File: src/rtl/pc_pkg.sv
// pc_pkg: next-PC select encodings shared by the sequencer and its bench.
package pc_pkg;
  localparam int PS_W = 3;
  typedef enum logic [PS_W-1:0] {
    PS_HOLD = 3'b000,
    PS_INC  = 3'b001,
    PS_BR   = 3'b010,
    PS_JR   = 3'b011,
    PS_CALL = 3'b100,
    PS_RET  = 3'b101
  } ps_e;
endpackage

File: src/rtl/return_stack.sv
// return_stack: circular return-address stack; a push when full overwrites the oldest entry.
module return_stack #(
  parameter int ADDR_W    = 64,
  parameter int RAS_DEPTH = 4
) (
  input  logic              clock,
  input  logic              reset,
  input  logic              i_push,
  input  logic              i_pop,
  input  logic [ADDR_W-1:0] i_data,
  output logic [ADDR_W-1:0] o_top,
  output logic              o_empty,
  output logic              o_full,
  output logic              o_overflow,
  output logic              o_underflow
);
  localparam int PW = $clog2(RAS_DEPTH);
  localparam int CW = $clog2(RAS_DEPTH + 1);
  logic [ADDR_W-1:0] r_mem [RAS_DEPTH];
  logic [PW-1:0]     r_ptr;
  logic [CW-1:0]     r_cnt;
  logic              r_ovf;
  logic              r_unf;
  assign o_empty     = r_cnt == '0;
  assign o_full      = r_cnt == CW'(RAS_DEPTH);
  assign o_top       = r_mem[r_ptr - PW'(1)];
  assign o_overflow  = r_ovf;
  assign o_underflow = r_unf;
  always_ff @(posedge clock)
    if (i_push) r_mem[r_ptr] <= i_data;
  // r_ptr is the next free slot; wrapping it lets a full push overwrite the oldest entry
  always_ff @(posedge clock) begin
    if (!reset) begin
      r_ptr <= '0;
      r_cnt <= '0;
      r_ovf <= 1'b0;
      r_unf <= 1'b0;
    end else begin
      r_ovf <= i_push && o_full;
      r_unf <= i_pop && o_empty;
      if (i_push) begin
        r_ptr <= r_ptr + PW'(1);
        if (!o_full) r_cnt <= r_cnt + CW'(1);
      end else if (i_pop && !o_empty) begin
        r_ptr <= r_ptr - PW'(1);
        r_cnt <= r_cnt - CW'(1);
      end
    end
  end
endmodule

File: src/rtl/pc_sequencer.sv
// pc_sequencer: LEGv8 program counter with branch/jump/call/return selection and a return-address stack.
module pc_sequencer
  import pc_pkg::*;
#(
  parameter int                ADDR_W    = 64,
  parameter int                OFF_W     = 26,
  parameter int                RAS_DEPTH = 4,
  parameter logic [ADDR_W-1:0] RESET_PC  = '0
) (
  input  logic              clock,
  input  logic              reset,
  input  logic [PS_W-1:0]   PS,
  input  logic              stall,
  input  logic [OFF_W-1:0]  offset,
  input  logic [ADDR_W-1:0] target,
  output logic [ADDR_W-1:0] PC,
  output logic [ADDR_W-1:0] PC4,
  output logic              ras_empty,
  output logic              ras_full,
  output logic              ras_overflow,
  output logic              ras_underflow
);
  logic [ADDR_W-1:0] r_pc;
  logic [ADDR_W-1:0] w_pc4;
  logic [ADDR_W-1:0] w_bt;
  logic [ADDR_W-1:0] w_jt;
  logic [ADDR_W-1:0] w_top;
  logic [ADDR_W-1:0] w_next;
  logic              w_push;
  logic              w_pop;
  assign w_pc4  = r_pc + ADDR_W'(4);
  assign w_bt   = w_pc4 + (ADDR_W'($signed(offset)) << 2);
  assign w_jt   = target & ~ADDR_W'(3);
  assign w_push = reset && !stall && PS == PS_CALL;
  assign w_pop  = reset && !stall && PS == PS_RET;
  assign PC     = r_pc;
  assign PC4    = w_pc4;
  always_comb begin
    w_next = (PS == PS_INC) ? w_pc4 :
             (PS == PS_BR || PS == PS_CALL) ? w_bt :
             (PS == PS_JR) ? w_jt :
             (PS == PS_RET) ? (ras_empty ? w_pc4 : w_top) : r_pc;
  end
  always_ff @(posedge clock) begin
    if (!reset) r_pc <= RESET_PC;
    else if (!stall) r_pc <= w_next;
  end
  return_stack #(.ADDR_W(ADDR_W), .RAS_DEPTH(RAS_DEPTH)) u_ras (
    .clock       (clock),
    .reset       (reset),
    .i_push      (w_push),
    .i_pop       (w_pop),
    .i_data      (w_pc4),
    .o_top       (w_top),
    .o_empty     (ras_empty),
    .o_full      (ras_full),
    .o_overflow  (ras_overflow),
    .o_underflow (ras_underflow)
  );
endmodule

File: config.mk
export PLATFORM = sky130hd
export DESIGN_NAME = pc_sequencer
export DESIGN_NICKNAME = d
export VERILOG_FILES = /design/src/rtl/pc_pkg.sv /design/src/rtl/return_stack.sv /design/src/rtl/pc_sequencer.sv
export SDC_FILE = /design/constraint.sdc
export NUM_CORES = 1
export LEC_CHECK = 0
export BUFFER_PORTS_ARGS = -buffer_cell sky130_fd_sc_hd__buf_2
export CAP_MARGIN = 20
export CORE_MARGIN = 1.5
export CORE_UTILIZATION = 56
export CTS_CLUSTER_SIZE = 25
export DETAILED_ROUTE_END_ITERATION = 16
export PLACE_DENSITY = 0.87
export RECOVER_POWER = 100
export SYNTH_ARGS = -nofsm -noshare
export SYNTH_HDL_FRONTEND = slang
export SYNTH_SLANG_ARGS = --single-unit
export TNS_END_PERCENT = 100
File: constraint.sdc
create_clock -name clock -period 12.2 [get_ports clock]
set_clock_uncertainty 0.1 [all_clocks]
set_input_delay 1.22 -clock clock [delete_from_list [all_inputs] [get_ports clock]]
set_output_delay 1.22 -clock clock [all_outputs]
set_load 0.005 [all_outputs]
Word-level counts from Yosys, hierarchy flattened
Memories as Yosys holds them, arrays and structs flattened.
Cells that the tools add are included.
{"block": "op_classes", "eq_ne": 7, "bitwise_logic": 1, "muxes": 12, "addsub": 6, "reduce_logical": 14}
{"op": "$mux 64", "count": 5}
{"op": "$add 64x3->64 const B", "count": 1}
{"op": "$add 64x64->64", "count": 1}
{"op": "$eq 3x3->1 const B", "count": 3}
{"op": "$mux 3", "count": 3}
{"op": "$eq 3x2->1 const B", "count": 2}
{"op": "$logic_and 1x1->1", "count": 6}
{"op": "$mux 2", "count": 2}
{"op": "$reduce_and 2->1", "count": 2}
{"op": "$reduce_bool 4->1", "count": 1}
{"op": "$add 3x1->3 const B", "count": 1}
{"op": "$eq 3x1->1 const B", "count": 1}
{"op": "$logic_not 3->1", "count": 1}
{"op": "$sub 3x1->3 const B", "count": 1}
{"op": "$add 2x1->2 const B", "count": 1}
{"op": "$logic_not 1->1", "count": 2}
{"op": "$mux 1", "count": 2}
{"op": "$ne 2x2->1 const B", "count": 1}
{"op": "$reduce_bool 2->1", "count": 1}
{"op": "$sub 2x1->2 const B", "count": 1}
{"op": "$logic_or 1x1->1", "count": 1}
{"op": "$not 1->1", "count": 1}
{"block": "totals", "regBits": 71, "memories": 1, "in_bits": 96, "out_inout_bits": 132, "ram_bits": 256, "word_cells": 46}
{"name": "u_ras.r_mem", "depth": 4, "word_bits": 64, "read_ports": 1, "rd_ports_with_merged_regs": 0, "write_ports": 1, "line_no": "return_stack.sv:19", "source": "logic [ADDR_W-1:0] r_mem [RAS_DEPTH];"}

Longest topological paths before layout
An unclocked memory read counts as a cell.
{"block": "logic_depth", "word_depth": 7, "depth_mapped": 24, "mapped_depth_nobuf": 21}

By module
A second synthesis with hierarchy kept.
{"block": "unflattened", "cells_unflattened": 1797, "area_unflattened_um2": 19218.4}
{"module": "return_stack", "instances": 1, "seq_area_each_um2": 7827.5, "cells_each": 385, "area_each_um2": 9678.0}
{"module": "pc_sequencer", "instances": 1, "seq_area_each_um2": 1281.2, "cells_each": 1412, "area_each_um2": 9540.4}

Worst setup path after synthesis
No wires, ideal clock.
{"block": "synth_timing", "path_kind": "register -> register", "startpoint": "reg r_pc[2] (netlist: PC[2])", "endpoint": "reg r_pc[58] (netlist: PC[58])", "t_arrival_ns": 4.711, "path_slack_ns": 7.319, "stages_incl_launch_ff": 22, "setup_time_ns": 0.070, "required_ns": 12.030, "cell_sequence": "dfxtp_1 > ha_1 > nand4_4 > nor2_4 > nor4b_4 > and3_4 > nand3_2 > or3_1 > buf_2 > xnor2_1 > ha_1 > clkbuf_1 > a21o_1 > a221oi_1 > nor2_1 > a211oi_1 > o31ai_2 > a31oi_1 > o31ai_2 > nand3_1 > mux2_1 > a21oi_1"}
{"block": "synth_via", "word_cells_on_any_way": 7, "classes_between": "2 x add/sub; 5 x mux"}
{"item": "start, declared", "line_no": "pc_sequencer.sv:23", "source": "logic [ADDR_W-1:0] r_pc;"}
{"item": "start signal, assigned", "line_no": "pc_sequencer.sv:46", "source": "else if (!stall) r_pc <= w_next;"}
{"item": "$add 64x3->64", "line_no": "pc_sequencer.sv:31", "source": "assign w_pc4 = r_pc + ADDR_W'(4);"}
{"item": "via PC4[32]", "line_no": "pc_sequencer.sv:17", "source": "output logic [ADDR_W-1:0] PC4,"}
{"item": "$add 64x64->64", "line_no": "pc_sequencer.sv:32", "source": "assign w_bt = w_pc4 + (ADDR_W'($signed(offset)) << 2);"}
{"item": "$mux 64", "line_no": "pc_sequencer.sv:40", "source": "(PS == PS_BR || PS == PS_CALL) ? w_bt :"}
{"item": "$mux 64", "line_no": "pc_sequencer.sv:39", "source": "w_next = (PS == PS_INC) ? w_pc4 :"}
The timed path passes the listed nets, and every way through them passes these cells. The select of a mux whose other input is x is not followed.
A chain may end at the register's enable or synchronous reset.

Worst setup path in the final report
{"block": "layout_timing", "startpoint": "in PS[2]", "endpoint": "reg r_pc[57] (netlist: PC[57])"}
{"block": "layout_via", "elab_chain_cells": 4, "word_cells_on_any_way": 11, "classes_between": "5 x eq/ne; 3 x mux; 3 x reduce/logical"}
{"item": "start, declared", "line_no": "pc_sequencer.sv:12", "source": "input logic [PS_W-1:0] PS,"}
{"item": "$eq 3x2->1 (tied with other cells)", "line_no": "pc_sequencer.sv:41", "source": "(PS == PS_JR) ? w_jt :"}
{"item": "$mux 64 or $logic_or 1x1->1 (tied branches)", "line_no": "pc_sequencer.sv:41, pc_sequencer.sv:40"}
{"item": "$mux 64 or $reduce_bool 4->1 (tied branches)"}
{"item": "$mux 64 or $reduce_and 2->1 (tied branches)"}
Parallel ways exist; a longest one is shown, timed or not.

==> impl_metrics.toml <==
[status]
status = "complete, but fails checks"
violations = "capacitance limit, slew limit"

[final_layout]
final_cell_count_no_fill = 2529
area_growth_pct = 11.94
n_fill_cell = 2821
ff_latch_area_sq_um = 9112
multi_input_area_sq_um = 9940
drive_gt1_share_pct = 13.65
layout.nets = 2225
n_antenna_cell = 0

[power]
ir_worst_vdd_mv = 0.1275
power_leakage_nw = 7.966
power_density_nw_per_um2 = 130.0

[detailed_routing]
wl_per_cell_microns = 26.52
vias_per_cell = 6.872
drt_wl_total_microns = 67060
post-route-drc-count = 0
drtPass1Iterations = 8
postRouteAntennaNets = 0
via_count = 17380
drt-initial-drc-count = 2515

[clocking]
clockBufferDepth = 3
root_buffer = "clkbuf_16"
cts_made_buffers = 36
post_cts_buffers = 0
cts_resized = 0
cts_sinks = 327
worstSkewPairLatency_ps = 540
cts_hold_buf = 0
clkTransAtPathRegs_ps = 60
h-tree-depth = 2
cts_tree = "built"

[sta]
finalMaxSlewViolations = 597
setup_tns_ps = 0
worst_pin_slew_ps = 4876
rsz0062_at_grt = "no"
fmax_mhz = 105.3
relSlewSlack_pct = -225.1
final.period_utilization_pct = 77.82
finalHoldViolCount = 0
period_needed_ps = 9494
setup_viol = 0

[floorplan]
start_util_pct = 57.02
die_h_microns = 190.5
die_area_sq_um = 36310
rows = 68
io_pins = 228
core_area_sq_um = 34540
die_w_microns = 190.5

[synth]
synth_edf_count = 256
ys_warn_count = 0
seq_area_frac_synth_pct = 46.25
synth-seq-cells = 327
synth.avg_cell_area_sq_um = 10.49
synthArstFlopShare_pct = 0
synth_area_sq_um = 19700
syn-instance-count = 1878
synth_flop_cell = "edfxtp_1"
synth_fp_nets = 2056
netlist-cell-type-count = 83

[placed_design]
dp.final_hpwl_microns = 45020
io_buffers = 225
dp.cells = 2464
globalplace.congestion = 0.9828

[global_route]
grt_pass1_vias = 16520
grt_first_pass_wirelength_microns = 98980
antenna_found_initial = 1
grt_use_total_pct = 36.45
grt_max_degree = 75
grt_overflow = 0

[hold_path]
hp-class = "reg -> reg"

[critical_path]
crit_arrival_ps = 9810
critPathMaxFanout = 63
worstSetupEndpointType = "flop"
cp-start-kind = "primary input"
path_class = "in -> reg"
required_ps = 12520

[run]
cap_viol_max_count = 12
==> cell usage after synthesis (13+ instances only) <==
cell type / instances / area, sq um
and4_1: 13 / 113.9
a21o_1: 40 / 300.3
nor2_1: 108 / 405.4
o41ai_1: 14 / 122.6
nor3b_1: 14 / 105.1
o31ai_1: 22 / 165.2
nor3_1: 26 / 130.1
xor2_1: 54 / 473.0
and2_1: 13 / 81.33
ha_1: 80 / 1001
mux4_2: 50 / 1126
edfxtp_1: 256 / 7687
o21ai_0: 121 / 605.6
o21bai_1: 13 / 97.59
a31oi_1: 18 / 112.6
and3_1: 22 / 137.6
nand2_1: 155 / 581.8
dfxtp_1: 71 / 1421
o211ai_1: 23 / 172.7
a211oi_1: 52 / 390.4
a221oi_1: 27 / 236.5
nor2b_1: 46 / 287.8
nand4_1: 19 / 118.9
clkbuf_1: 96 / 360.4
a21oi_1: 181 / 905.9
nand3_1: 61 / 305.3
a22oi_1: 16 / 120.1
xnor2_1: 61 / 534.3
inv_1: 30 / 112.6
==> power breakdown <==
group          leakage [nW]  switching (mW)  internal, mW
combinational          4.47           0.352         0.185
sequential             2.94          0.0335          1.23
clock                 0.555           0.448         0.622
total                  7.97           0.833          2.03
==> flip-flops by register name, indices dropped and copies added, names as in the netlist <==
register           count
u_ras.r_cnt            3
u_ras.o_underflow      1
PC                    64
u_ras.r_ptr            2
u_ras.o_overflow       1
u_ras.r_mem          256
==> metal layers <==
layer	routed length, microns	global-route usage (%)	vias up
met5	9	0	-
met2	28760	53.82	1256
li1	-	-	7598
met4	3071	15.51	2
met1	26760	52.45	8305
met3	8456	7.159	218
==> critical path: stages <==
cell and delay, ps:
buf_2 70, clkbuf_1 1560, clkinv_1 220, clkbuf_1 680
nand2_1 610, nor2_1 230, a211oi_4 260, clkbuf_1 2480
nand2_1 1140, nor2_1 760, a22oi_1 200, o21ai_0 200
a21oi_1 90
==> per-stage QoR <==
stage	setup slack (ps)	power [mW]	hold WS (ps)	area (sq um)	utilization (%)
floorplan	7319	1.606	381.3	19700	-
global placement	6118	1.788	387.5	21170	61.29
detailed placement	5968	1.801	400.6	21170	61.29
CTS	5917	2.855	427.1	22320	64.62
global route	2684	2.948	476.5	22050	63.83
finish	2706	2.866	429.8	22050	63.83
==> logic make-up (layout without fill, tap and decap cells) <==
kind of cell	after synthesis	count (layout)	synth area share, %
AOI/OAI and AO/OA	624	624	20.66
xor gates and xnor gates	116	116	5.196
adders and majority gates	82	82	5.285
buffers and inverters	152	348	3.055
DFF	327	327	46.25
muxes	58	58	6.130
and+or+nand+nor	519	519	13.42
==> path summary, 6_finish.rpt <==
check	startpoint	to	slack (ps)	depth (start not counted)
worst min-delay path	u_ras.r_cnt[1]	u_ras.r_cnt[1]	430	2
worst max-delay path	PS[2]	PC[57]	2710	13
worst min register to register	u_ras.r_cnt[1]	u_ras.r_cnt[1]	430	2
worst max register to register	PC[2]	PC[46]	4910	20
==> layout by cell type, fill, tap and decap left out, types with 9 or more instances in the layout <==
cell type,count
a211oi_1,51
a21boi_0,10
a21o_1,40
a21oi_1,181
a221oi_1,27
a22oi_1,16
a31oi_1,18
and3_1,19
and4_1,13
buf_2,121
buf_4,12
clkbuf_1,109
clkbuf_16,36
clkbuf_2,16
dfxtp_1,70
edfxtp_1,256
ha_1,79
inv_1,30
mux4_2,50
nand2_1,155
nand3_1,62
nand4_1,21
nor2_1,109
nor2b_1,46
nor3_1,26
nor3b_1,14
o211ai_1,23
o21a_1,12
o21ai_0,123
o21bai_1,13
o221ai_1,9
o22ai_1,10
o31ai_1,22
o41ai_1,14
or3_1,9
xnor2_1,61
xor2_1,55
==> cell type report <==
type | count | share of cell area, %
Sequential cell | 327 | 41.33
Clock buffer | 45 | 4.330
Multi-Input combinational cell | 1399 | 45.08
Tap cell | 455 | 2.582
Inverter | 31 | 0.5278
Clock inverter | 20 | 0.8796
Timing Repair Buffer | 252 | 5.272
(Power assumes the default switching activity.)
